[src/rtl/hub75_bcm_sched.sv]
`default_nettype none
// ============================================================================
//  Module      : hub75_bcm_sched
//  Description : Binary-code-modulation scheduler for a HUB75 panel. For each
//                row and bit plane it starts a column shift of that plane,
//                waits for the previous plane's on-time to run out and for the
//                shifter to go idle, then blanks, latches and re-addresses the
//                panel. Shifting of plane N+1 overlaps display of plane N.
//
//  Parameters  : N_ROWS       row addresses per bank (power of two)
//                N_PLANES     bit planes per colour
//                BCM_LSB_LEN  on-time of plane 0 in clk cycles; plane p gets
//                             BCM_LSB_LEN << p
//                SHIFT_LAT    cycles from shift_rdy rising until the last
//                             column clock has left the shifter
//                LOG_N_ROWS   row address width
//
//  Ports       : clk          sole clock
//                rst          synchronous active-high reset
//                ctrl_run     enable scanning (sampled in IDLE and LATCH)
//                shift_plane  one-hot plane select to the shifter
//                shift_go     one-cycle shift start pulse
//                shift_rdy    shifter idle
//                shift_row    row being shifted (frame-buffer row address)
//                phy_addr     panel row address
//                phy_le       panel latch enable
//                phy_blank    panel output disable, active high
//                frame_swap   one-cycle end-of-frame pulse
//
//  Options     : HUB75_BCM_SCHED_FRAME_SWAP_EN - when defined, frame_swap
//                pulses with the latch of the last row / last plane. When not
//                defined, frame_swap is tied low.
//
//  Revision    : 1.0 - initial release
// ============================================================================
module hub75_bcm_sched #(
  parameter int N_ROWS      = 32,
  parameter int N_PLANES    = 8,
  parameter int BCM_LSB_LEN = 16,
  parameter int SHIFT_LAT   = 2,
  parameter int LOG_N_ROWS  = $clog2(N_ROWS)
) (
  input  logic                  clk,
  input  logic                  rst,
  input  logic                  ctrl_run,
  output logic [N_PLANES-1:0]   shift_plane,
  output logic                  shift_go,
  input  logic                  shift_rdy,
  output logic [LOG_N_ROWS-1:0] shift_row,
  output logic [LOG_N_ROWS-1:0] phy_addr,
  output logic                  phy_le,
  output logic                  phy_blank,
  output logic                  frame_swap
);

  // --------------------------------------------------------------------------
  // Derived widths and constants
  // --------------------------------------------------------------------------
  localparam int PLANE_W = (N_PLANES > 1) ? $clog2(N_PLANES) : 1;
  // Wide enough to hold the longest on-time without truncation.
  localparam int TIMER_W = $clog2(BCM_LSB_LEN << (N_PLANES - 1)) + 1;
  localparam int RDY_W   = $clog2(SHIFT_LAT + 1) + 1;

  localparam logic [RDY_W-1:0]      c_RDY_NEED   = RDY_W'(SHIFT_LAT - 1);
  localparam logic [PLANE_W-1:0]    c_LAST_PLANE = PLANE_W'(N_PLANES - 1);
  localparam logic [LOG_N_ROWS-1:0] c_LAST_ROW   = LOG_N_ROWS'(N_ROWS - 1);
  localparam logic [TIMER_W-1:0]    c_LSB_LEN    = TIMER_W'(BCM_LSB_LEN);
  localparam logic [N_PLANES-1:0]   c_PLANE0_OH  = N_PLANES'(1);

  typedef enum logic [2:0] {
    S_IDLE  = 3'd0,
    S_SHIFT = 3'd1,
    S_SWAIT = 3'd2,
    S_BLANK = 3'd3,
    S_LATCH = 3'd4,
    S_DRAIN = 3'd5
  } state_t;

  // --------------------------------------------------------------------------
  // State
  // --------------------------------------------------------------------------
  state_t                r_state;
  logic [LOG_N_ROWS-1:0] r_row;           // cursor row
  logic [PLANE_W-1:0]    r_plane;         // cursor plane
  logic [TIMER_W-1:0]    r_timer;         // remaining on-time of displayed plane
  logic [RDY_W-1:0]      r_rdy_cnt;       // earlier consecutive shift_rdy-high cycles (saturating)
  logic                  r_swait_first;   // first SWAIT cycle after SHIFT

  logic [N_PLANES-1:0]   r_shift_plane;
  logic                  r_shift_go;
  logic [LOG_N_ROWS-1:0] r_shift_row;
  logic [LOG_N_ROWS-1:0] r_phy_addr;
  logic                  r_phy_le;
  logic                  r_phy_blank;

  // --------------------------------------------------------------------------
  // Combinational helpers
  // --------------------------------------------------------------------------
  logic                  w_timer_zero;
  logic                  w_last_plane;
  logic                  w_last_row;
  logic                  w_rdy_ok;
  logic                  w_swait_exit;
  logic [TIMER_W-1:0]    w_load;
  logic [N_PLANES-1:0]   w_plane_oh;

  assign w_timer_zero = (r_timer == '0);
  assign w_last_plane = (r_plane == c_LAST_PLANE);
  assign w_last_row   = (r_row == c_LAST_ROW);
  assign w_load       = c_LSB_LEN << r_plane;
  assign w_plane_oh   = c_PLANE0_OH << r_plane;

  // The shifter has been idle for SHIFT_LAT consecutive cycles: the current
  // cycle plus SHIFT_LAT-1 earlier ones. The first SWAIT cycle never
  // qualifies, so a shifter that has not yet reacted to shift_go cannot be
  // mistaken for a finished one.
  assign w_rdy_ok     = !r_swait_first && shift_rdy && (r_rdy_cnt >= c_RDY_NEED);
  assign w_swait_exit = w_rdy_ok && w_timer_zero;

  // --------------------------------------------------------------------------
  // Scheduler FSM with registered outputs
  // --------------------------------------------------------------------------
  always_ff @(posedge clk) begin
    if (rst) begin
      r_state       <= S_IDLE;
      r_row         <= '0;
      r_plane       <= '0;
      r_timer       <= '0;
      r_rdy_cnt     <= '0;
      r_swait_first <= 1'b0;
      r_shift_plane <= c_PLANE0_OH;
      r_shift_go    <= 1'b0;
      r_shift_row   <= '0;
      r_phy_addr    <= '0;
      r_phy_le      <= 1'b0;
      r_phy_blank   <= 1'b1;
    end else begin
      // Pulses default low.
      r_shift_go <= 1'b0;
      r_phy_le   <= 1'b0;

      // On-time countdown; a load in BLANK below takes priority.
      if (!w_timer_zero) begin
        r_timer <= r_timer - TIMER_W'(1);
      end

      case (r_state)
        S_IDLE: begin
          r_phy_blank <= 1'b1;
          if (ctrl_run) begin
            r_state       <= S_SHIFT;
            r_shift_go    <= 1'b1;
            r_shift_plane <= w_plane_oh;
            r_shift_row   <= r_row;
          end
        end

        S_SHIFT: begin
          r_state       <= S_SWAIT;
          r_swait_first <= 1'b1;
          r_rdy_cnt     <= '0;
        end

        S_SWAIT: begin
          r_swait_first <= 1'b0;
          if (!shift_rdy || r_swait_first) begin
            r_rdy_cnt <= '0;
          end else if (r_rdy_cnt != c_RDY_NEED) begin
            r_rdy_cnt <= r_rdy_cnt + RDY_W'(1);
          end
          // If the shift outlasts the on-time, the display window simply
          // stretches until the shift is complete.
          if (w_swait_exit) begin
            r_state     <= S_BLANK;
            r_phy_blank <= 1'b1;
          end
        end

        S_BLANK: begin
          // Entering LATCH: present the shifted row and start its on-time.
          // The cursor equals the just-shifted row/plane until this point.
          r_state     <= S_LATCH;
          r_phy_le    <= 1'b1;
          r_phy_blank <= 1'b1;
          r_phy_addr  <= r_row;
          r_timer     <= w_load;
          if (w_last_plane) begin
            r_plane <= '0;
            r_row   <= w_last_row ? '0 : (r_row + LOG_N_ROWS'(1));
          end else begin
            r_plane <= r_plane + PLANE_W'(1);
          end
        end

        S_LATCH: begin
          r_phy_blank <= 1'b0;
          if (ctrl_run) begin
            // Start shifting the next plane while this one is on display.
            r_state       <= S_SHIFT;
            r_shift_go    <= 1'b1;
            r_shift_plane <= w_plane_oh;
            r_shift_row   <= r_row;
          end else begin
            // A later restart always begins a fresh frame.
            r_state <= S_DRAIN;
            r_row   <= '0;
            r_plane <= '0;
          end
        end

        S_DRAIN: begin
          if (w_timer_zero) begin
            r_state     <= S_IDLE;
            r_phy_blank <= 1'b1;
          end
        end

        default: begin
          r_state     <= S_IDLE;
          r_phy_blank <= 1'b1;
        end
      endcase
    end
  end

  assign shift_plane = r_shift_plane;
  assign shift_go    = r_shift_go;
  assign shift_row   = r_shift_row;
  assign phy_addr    = r_phy_addr;
  assign phy_le      = r_phy_le;
  assign phy_blank   = r_phy_blank;

  // --------------------------------------------------------------------------
  // End-of-frame pulse, aligned with the LATCH of the last row / last plane
  // --------------------------------------------------------------------------
`ifdef HUB75_BCM_SCHED_FRAME_SWAP_EN
  logic r_frame_swap;

  always_ff @(posedge clk) begin
    if (rst) begin
      r_frame_swap <= 1'b0;
    end else begin
      r_frame_swap <= (r_state == S_BLANK) && w_last_plane && w_last_row;
    end
  end

  assign frame_swap = r_frame_swap;
`else
  assign frame_swap = 1'b0;
`endif

endmodule
`default_nettype wire
[config.mk]
export PLATFORM = sky130hd
export DESIGN_NAME = hub75_bcm_sched
export DESIGN_NICKNAME = d
export VERILOG_FILES = /design/src/rtl/hub75_bcm_sched.sv
export SDC_FILE = /design/constraint.sdc
export NUM_CORES = 1
export LEC_CHECK = 0
export BUFFER_PORTS_ARGS = -buffer_cell sky130_fd_sc_hd__clkbuf_2
export CORE_MARGIN = 1
export CORE_UTILIZATION = 40
export CTS_BUF_LIST = sky130_fd_sc_hd__clkbuf_8
export CTS_CLUSTER_DIAMETER = 60
export DETAILED_ROUTE_END_ITERATION = 16
export GPL_TIMING_DRIVEN = 0
export PLACE_DENSITY = 0.56
export SLEW_MARGIN = 40
export SYNTH_ARGS = -nofsm -noshare
export SYNTH_HDL_FRONTEND = slang
export SYNTH_SLANG_ARGS = --single-unit
[constraint.sdc]
create_clock -name clk -period 3.9 [get_ports clk]
set_input_delay 0.78 -clock clk [delete_from_list [all_inputs] [get_ports clk]]
set_output_delay 0.78 -clock clk [all_outputs]
set_load 0.005 [all_outputs]
==> flow_summary.yaml, run 1 <==
status:
  outcome: "finished clean"
synth:
  synthTopCellsByCount: "dfxtp_1 (48), nand2_1 (36), a21oi_1 (33)"
  synth_edf_count: 0
  ys_ff_latch: 48
  ys.flop_type: "dfxtp_1"
  synth_cell_type_count: 49
  ys_async_sr_fraction: 0
  yosysSeqAreaShare: 0.4257
  netlist.area_leader.share: 0.4257
  syn_inst: 272
  synthTopCellsByArea: "dfxtp_1 (43%), a21oi_1 (7.3%), ha_1 (6.7%)"
  synth_nets: 288
  synth_warnings: 0
  yosysMostFrequentCell: "dfxtp_1"
  synth_top_cell_by_area: "dfxtp_1"
  syn_area_mm2: 0.002257
  avgSynthCellArea_um2: 8.298
placed_design:
  place_congestion: 0.8183
  dp_hpwl_um: 3711
  port_buffers: 24
global_route:
  grt_usage: 0.1860
  grt_max_degree: 16
  antenna_found_initial: 0
  grt_pass1_vias: 1932
  globalRouteOverflowTotal: 0
  grt_pass1_wl_um: 8832
setup_path:
  critical-path-max-stage-delay_ns: 0.57
  endpoint_kind: "flip-flop"
  cp_slowest_cell: "nor4b_1"
  path_class: "flip-flop to flip-flop"
  cp-start-kind: "flip-flop"
  crit_buf_inv: 1
  crit_path_frequent_cell: "nand3b_1"
  worstPathArrival_ns: 2.26
  path_cells: "clkbuf_1 -> nand3b_1 -> nor4b_1 -> nand3b_1 -> a21oi_1"
  critPathRequiredTime_ns: 4.14
  critPathTopFamily: "simple AND/OR/NAND/NOR gates"
  critPathMaxFanout: 10
layout:
  drive_gt1_frac: 0.1349
  area_growth_pct: 16.24
  nets: 319
  fin_util: 0.4979
  nFillCells: 552
  antenna_cells: 0
power:
  leakage_nw: 1.005
  ir_drop_uv: 240.8
  power_density_mw_per_mm2: 568.7
sta:
  fin_crit_ns: 2.023
  tightest_slew_ns: 0.6199
  maxSlewHeadroom: 0.5843
  fmax_ghz: 0.4944
  min_period_over_period: 0.5186
  fin_skew_ns: 0.006835
  hold_viol: 0
  timing.setup.tns_ns: 0
  rsz0062_at_grt: "no"
  setup_viol: 0
  drv_slew: 0
floorplanning:
  rows: 26
  die_area_mm2: 0.005947
  coreArea_mm2: 0.005270
  die_y_um: 77.12
  start_util: 0.4283
  io-pin-count: 26
  die_w_um: 77.12
clocking:
  clockRootBuffer: "clkbuf_8"
  clk_latency_ns: 0.31
  cts-hold-fix-buffers: 0
  clock_path_buffers: 2
  cts_resized: 0
  cts_tree: "done"
  cts.clk_slew.worst_paths_ns: 0.09
  htreeDepth: 2
  postCtsSetupBuffers: 0
  cts_made_buffers: 5
  cts.sink_count: 48
route:
  routed_wl_um: 5110
  firstDrtPassIters: 4
  detail_route.wl_per_cell_um: 13.66
  ant_nets: 0
  viasPerCell: 5.289
  drtIter0Drc: 62
  drc: 0
  vias: 1978
min_path:
  hp-class: "flip-flop to flip-flop"
job:
  cap_violations: 0
==> worst reg2reg max path: cells and delay by family, from the launching register on <==
kind | cells | cell delay, ns
AO/OA/AOI/OAI | 1 | 0.15
AND/OR/NAND/NOR | 3 | 1.09
flip-flops | 1 | 0.40
buffers and inverters | 1 | 0.33
==> path summary, 6_finish.rpt <==
| check | startpoint | to | slack (ns) | cells past startpoint |
|---|---|---|---|---|
| setup reg to reg | r_state[0]$_SDFFE_PP0P_ | r_row[2]$_SDFFE_PP0P_ | 1.88 | 5 |
| setup / recovery | r_state[0]$_SDFFE_PP0P_ | r_row[2]$_SDFFE_PP0P_ | 1.88 | 5 |
| hold / removal | shift_plane[2]$_SDFFE_PP0P_ | shift_plane[2]$_SDFFE_PP0P_ | 0.45 | 2 |
| hold reg to reg | shift_plane[2]$_SDFFE_PP0P_ | shift_plane[2]$_SDFFE_PP0P_ | 0.45 | 2 |
==> placed cells by master, fill, tap and decap left out, types with 2 or more instances in the layout <==
master	instances
o31ai_1	2
ha_1	12
a21oi_1	33
clkbuf_8	5
clkbuf_2	25
a211o_1	2
nor3_1	8
mux2i_1	4
nor2_1	24
or3_1	3
or3_4	2
nor3b_1	2
bufinv_16	3
a311oi_1	2
a211oi_1	3
clkbuf_1	11
nor2b_1	4
buf_1	2
o21ai_0	15
and3_1	2
or4_1	2
nand2b_1	3
dfxtp_1	48
nand2_1	36
nor4b_1	2
nand3b_1	2
nand3_1	9
nor4_1	2
xnor2_1	4
inv_1	8
a32oi_1	3
or3b_2	2
==> metrics by stage <==
step                      hold WS, ns  instances  power (W)  worst slack (ns)  instance area [um^2]
after CTS                      0.4558        374   0.001502             1.882                  2624
final                          0.4547        374   0.001492             1.877                  2624
after floorplan                0.4483        272  0.0009155             2.023                  2257
after global placement         0.4440        366   0.001005             1.794                  2465
after detailed placement       0.4445        366   0.001007             1.796                  2465
after global routing           0.4767        374   0.001581             1.670                  2624
==> routing by layer <==
metal	track usage	part of all wire
met5	0	0
met4	0.07925	0.015
met3	0.03810	0.040
met2	0.3035	0.46
met1	0.2361	0.48
==> cells by family after synthesis <==
family / Yosys count / synth area share
other cells: 1 / 0.001661
compound gates: 69 / 0.1824
fa+ha+maj: 12 / 0.06652
simple gates: 110 / 0.2478
buf+inv: 24 / 0.04268
flops: 48 / 0.4257
mux: 4 / 0.01774
xor+xnor: 4 / 0.01552
==> sequential cells by signal (all words and copies together) (netlist names), 3 cells and up <==
name and flops:
shift_plane 8, r_row 5, shift_row 5, r_plane 3
r_state 3, r_timer 12, phy_addr 5, r_rdy_cnt 3
==> where the power goes <==
group | switching [W] | internal, W | leakage (nW) | total [W]
clock network | 0.000171 | 0.000320 | 0.0784 | 0.000492
logic | 0.000237 | 0.000173 | 0.537 | 0.000410
registers | 0.0000469 | 0.000543 | 0.390 | 0.000590
==> layout make-up <==
class / count / area (um^2) / area share
plain buffers: 16 / 66.31 / 0.02527
multi-input cells: 200 / 1200 / 0.4573
repair buffers: 24 / 120.1 / 0.04578
flip-flops and latches: 48 / 960.9 / 0.3662
clock inverters: 3 / 90.09 / 0.03433
well taps: 70 / 87.58 / 0.03338
clock buffers: 5 / 68.82 / 0.02623
inverters: 8 / 30.03 / 0.01144
No activity file was read; power rests on OpenSTA's default activity.
==> run 2, diff against run 1 <==
--- a/config.mk
+++ b/config.mk
@@ -5,6 +5,7 @@
 export SDC_FILE = /design/constraint.sdc
 export NUM_CORES = 1
 export LEC_CHECK = 0
+export ABC_AREA = 1
 export BUFFER_PORTS_ARGS = -buffer_cell sky130_fd_sc_hd__clkbuf_2
 export CORE_MARGIN = 1
 export CORE_UTILIZATION = 40
==> constraint.sdc (replaced) <==
create_clock -name clk -period 2.07 [get_ports clk]
set_input_delay 0.414 -clock clk [delete_from_list [all_inputs] [get_ports clk]]
set_output_delay 0.414 -clock clk [all_outputs]
set_load 0.005 [all_outputs]
==> run 2 against run 1 <==
Synthesized cell count is 19% higher. Flip-flop and latch count did not move. Worst setup slack got worse by 1.4 ns. Die area up 3.1%. Combinational power increased to 3.7 times the previous value. Synthesized area increased by 3.2%. Clock skew about the same. Via count is 2.6% higher. Worst hold slack got worse by 0.12 ns. Maximum frequency grew 27%.
==> flow_summary.yaml, run 2 <==
floorplanning:
  die_y_um: 78.32
  coreArea_mm2: 0.005574
  io-pin-count: 26
  die_area_mm2: 0.006133
  rows: 27
  die_w_um: 78.32
  start_util: 0.4180
sta:
  maxSlewHeadroom: 0.6483
  rsz0062_at_grt: "no"
  fmax_ghz: 0.6288
  setup_viol: 0
  timing.setup.tns_ns: 0
  min_period_over_period: 0.7683
  worst_slack_ns: 0.4796
  drv_slew: 0
  fin_crit_ns: 1.590
  fin_skew_ns: 0.006967
  tightest_slew_ns: 0.5276
  hold_viol: 0
synth:
  synth_warnings: 0
  ys.flop_type: "dfxtp_1"
  ys_async_sr_fraction: 0
  syn_inst: 323
  netlist.area_leader.share: 0.4125
  avgSynthCellArea_um2: 7.213
  synth_top_cell_by_area: "dfxtp_1"
  yosysSeqAreaShare: 0.4125
  synthTopCellsByArea: "dfxtp_1 (41%), nand2_1 (9.7%), a21oi_1 (6.7%)"
  synth_nets: 339
  syn_area_mm2: 0.002330
  ys_ff_latch: 48
  synthTopCellsByCount: "nand2_1 (60), dfxtp_1 (48), inv_1 (39)"
  yosysMostFrequentCell: "nand2_1"
  synth_edf_count: 0
  synth_cell_type_count: 30
power:
  power_density_mw_per_mm2: 1297
  leakage_nw: 1.192
  ir_drop_uv: 530.4
job:
  cap_violations: 0
setup_path:
  path_class: "flip-flop to flip-flop"
  critical-path-max-stage-delay_ns: 0.33
  critPathRequiredTime_ns: 2.24
  crit_buf_inv: 1
  crit_path_frequent_cell: "nand2_1"
  critPathTopFamily: "simple AND/OR/NAND/NOR gates"
  path_cells: "inv_1 -> ha_1 -> nand2_1 -> nor2_1 -> nand3_2 -> nand2_1 -> nand3_1 -> nand2_1 -> nand3_1"
  cp_slowest_cell: "dfxtp_1"
  cp-start-kind: "flip-flop"
  endpoint_kind: "flip-flop"
  worstPathArrival_ns: 1.76
  critPathMaxFanout: 8
route:
  viasPerCell: 4.754
  drtIter0Drc: 104
  firstDrtPassIters: 4
  vias: 2030
  routed_wl_um: 5013
  ant_nets: 0
  detail_route.wl_per_cell_um: 11.74
  drc: 0
clocking:
  cts.clk_slew.worst_paths_ns: 0.09
  cts_resized: 0
  clock_path_buffers: 2
  postCtsSetupBuffers: 0
  clk_latency_ns: 0.30
  cts-hold-fix-buffers: 0
  clockRootBuffer: "clkbuf_8"
  cts.sink_count: 48
  htreeDepth: 2
  cts_made_buffers: 5
  cts_tree: "done"
global_route:
  antenna_found_initial: 0
  globalRouteOverflowTotal: 0
  grt_pass1_wl_um: 8452
  grt_max_degree: 16
  grt_pass1_vias: 1746
  grt_usage: 0.1770
status:
  outcome: "finished clean"
layout:
  layout_commonest_cell: "nand2_1"
  largest-register: "r_timer"
  antenna_cells: 0
  nets: 370
  final_cell_mix: "nand2_1 (60), dfxtp_1 (48), inv_1 (39), nor2_1 (34), a21oi_1 (31)"
  area_growth_pct: 12.78
  largest_reg_flops: 12
  drive_gt1_frac: 0.1606
placed_design:
  pre_cts_ws_ns: 0.4912
  place_congestion: 0.8235
  dp_hpwl_um: 3900
  port_buffers: 24
min_path:
  hp-class: "input port to flip-flop"
==> run 2: cells by family after synthesis <==
group | count (synthesis) | share of synthesized area
simple gates | 143 | 0.2803
fa+ha+maj | 12 | 0.06445
other cells | 1 | 0.001610
compound gates | 59 | 0.1294
flops | 48 | 0.4125
buf+inv | 55 | 0.09291
xor+xnor | 5 | 0.01880
==> run 2: path summary, 6_finish.rpt <==
path / startpoint / endpoint / slack [ns] / cells past startpoint
min reg2reg: shift_plane[0]$_SDFFE_PP1P_ / shift_plane[0]$_SDFFE_PP1P_ / 0.47 / 2
max reg2reg: r_timer[0]$_SDFFE_PP0P_ / phy_blank$_SDFFE_PP1P_ / 0.48 / 9
min: rst / r_swait_first$_SDFFE_PP0P_ / 0.34 / 2
max: r_timer[0]$_SDFFE_PP0P_ / phy_blank$_SDFFE_PP1P_ / 0.48 / 9
==> run 2: where the power goes <==
group,total [W],switching (W),internal (W)
clock network,0.000559,0.000323,0.000236
logic,0.00152,0.000964,0.000558
registers,0.00133,0.000171,0.00116
total,0.00341,0.00146,0.00195
==> run 2: worst reg2reg max path, cell delays in order (launching register included) <==
cell     delay (ns)
dfxtp_1        0.33
inv_1          0.10
ha_1           0.18
nand2_1        0.07
nor2_1         0.16
nand3_2        0.23
nand2_1        0.18
nand3_1        0.09
nand2_1        0.06
nand3_1        0.06
==> run 2: layer usage <==
| layer | GRT usage | share of wire | vias up |
|---|---|---|---|
| li1 | - | - | 1098 |
| met2 | 0.2789 | 0.46 | 27 |
| met4 | 0.05000 | 0.013 | 0 |
| met3 | 0.03488 | 0.029 | 7 |
| met5 | 0 | 0 | - |
| met1 | 0.2446 | 0.50 | 898 |
==> run 2: layout make-up <==
class / instances / area [um^2]
plain buffers: 8 / 37.54
clock buffers: 5 / 68.82
clock inverters: 3 / 18.77
fillers: 579 / 2947
inverters: 47 / 178.9
multi-input cells: 220 / 1152
flip-flops and latches: 48 / 960.9
well taps: 72 / 90.09
repair buffers: 24 / 120.1
==> run 2: metrics by stage <==
step	utilization	cells	area (um^2)	hold slack [ns]	power (W)
final	0.4714	427	2628	0.3351	0.003409
after global routing	0.4714	427	2628	0.3323	0.003738
after CTS	0.4714	427	2628	0.3316	0.003442
after detailed placement	0.4557	419	2540	0.4458	0.002871
after global placement	0.4557	419	2540	0.4416	0.002862
after floorplan	-	323	2330	0.4352	0.002508
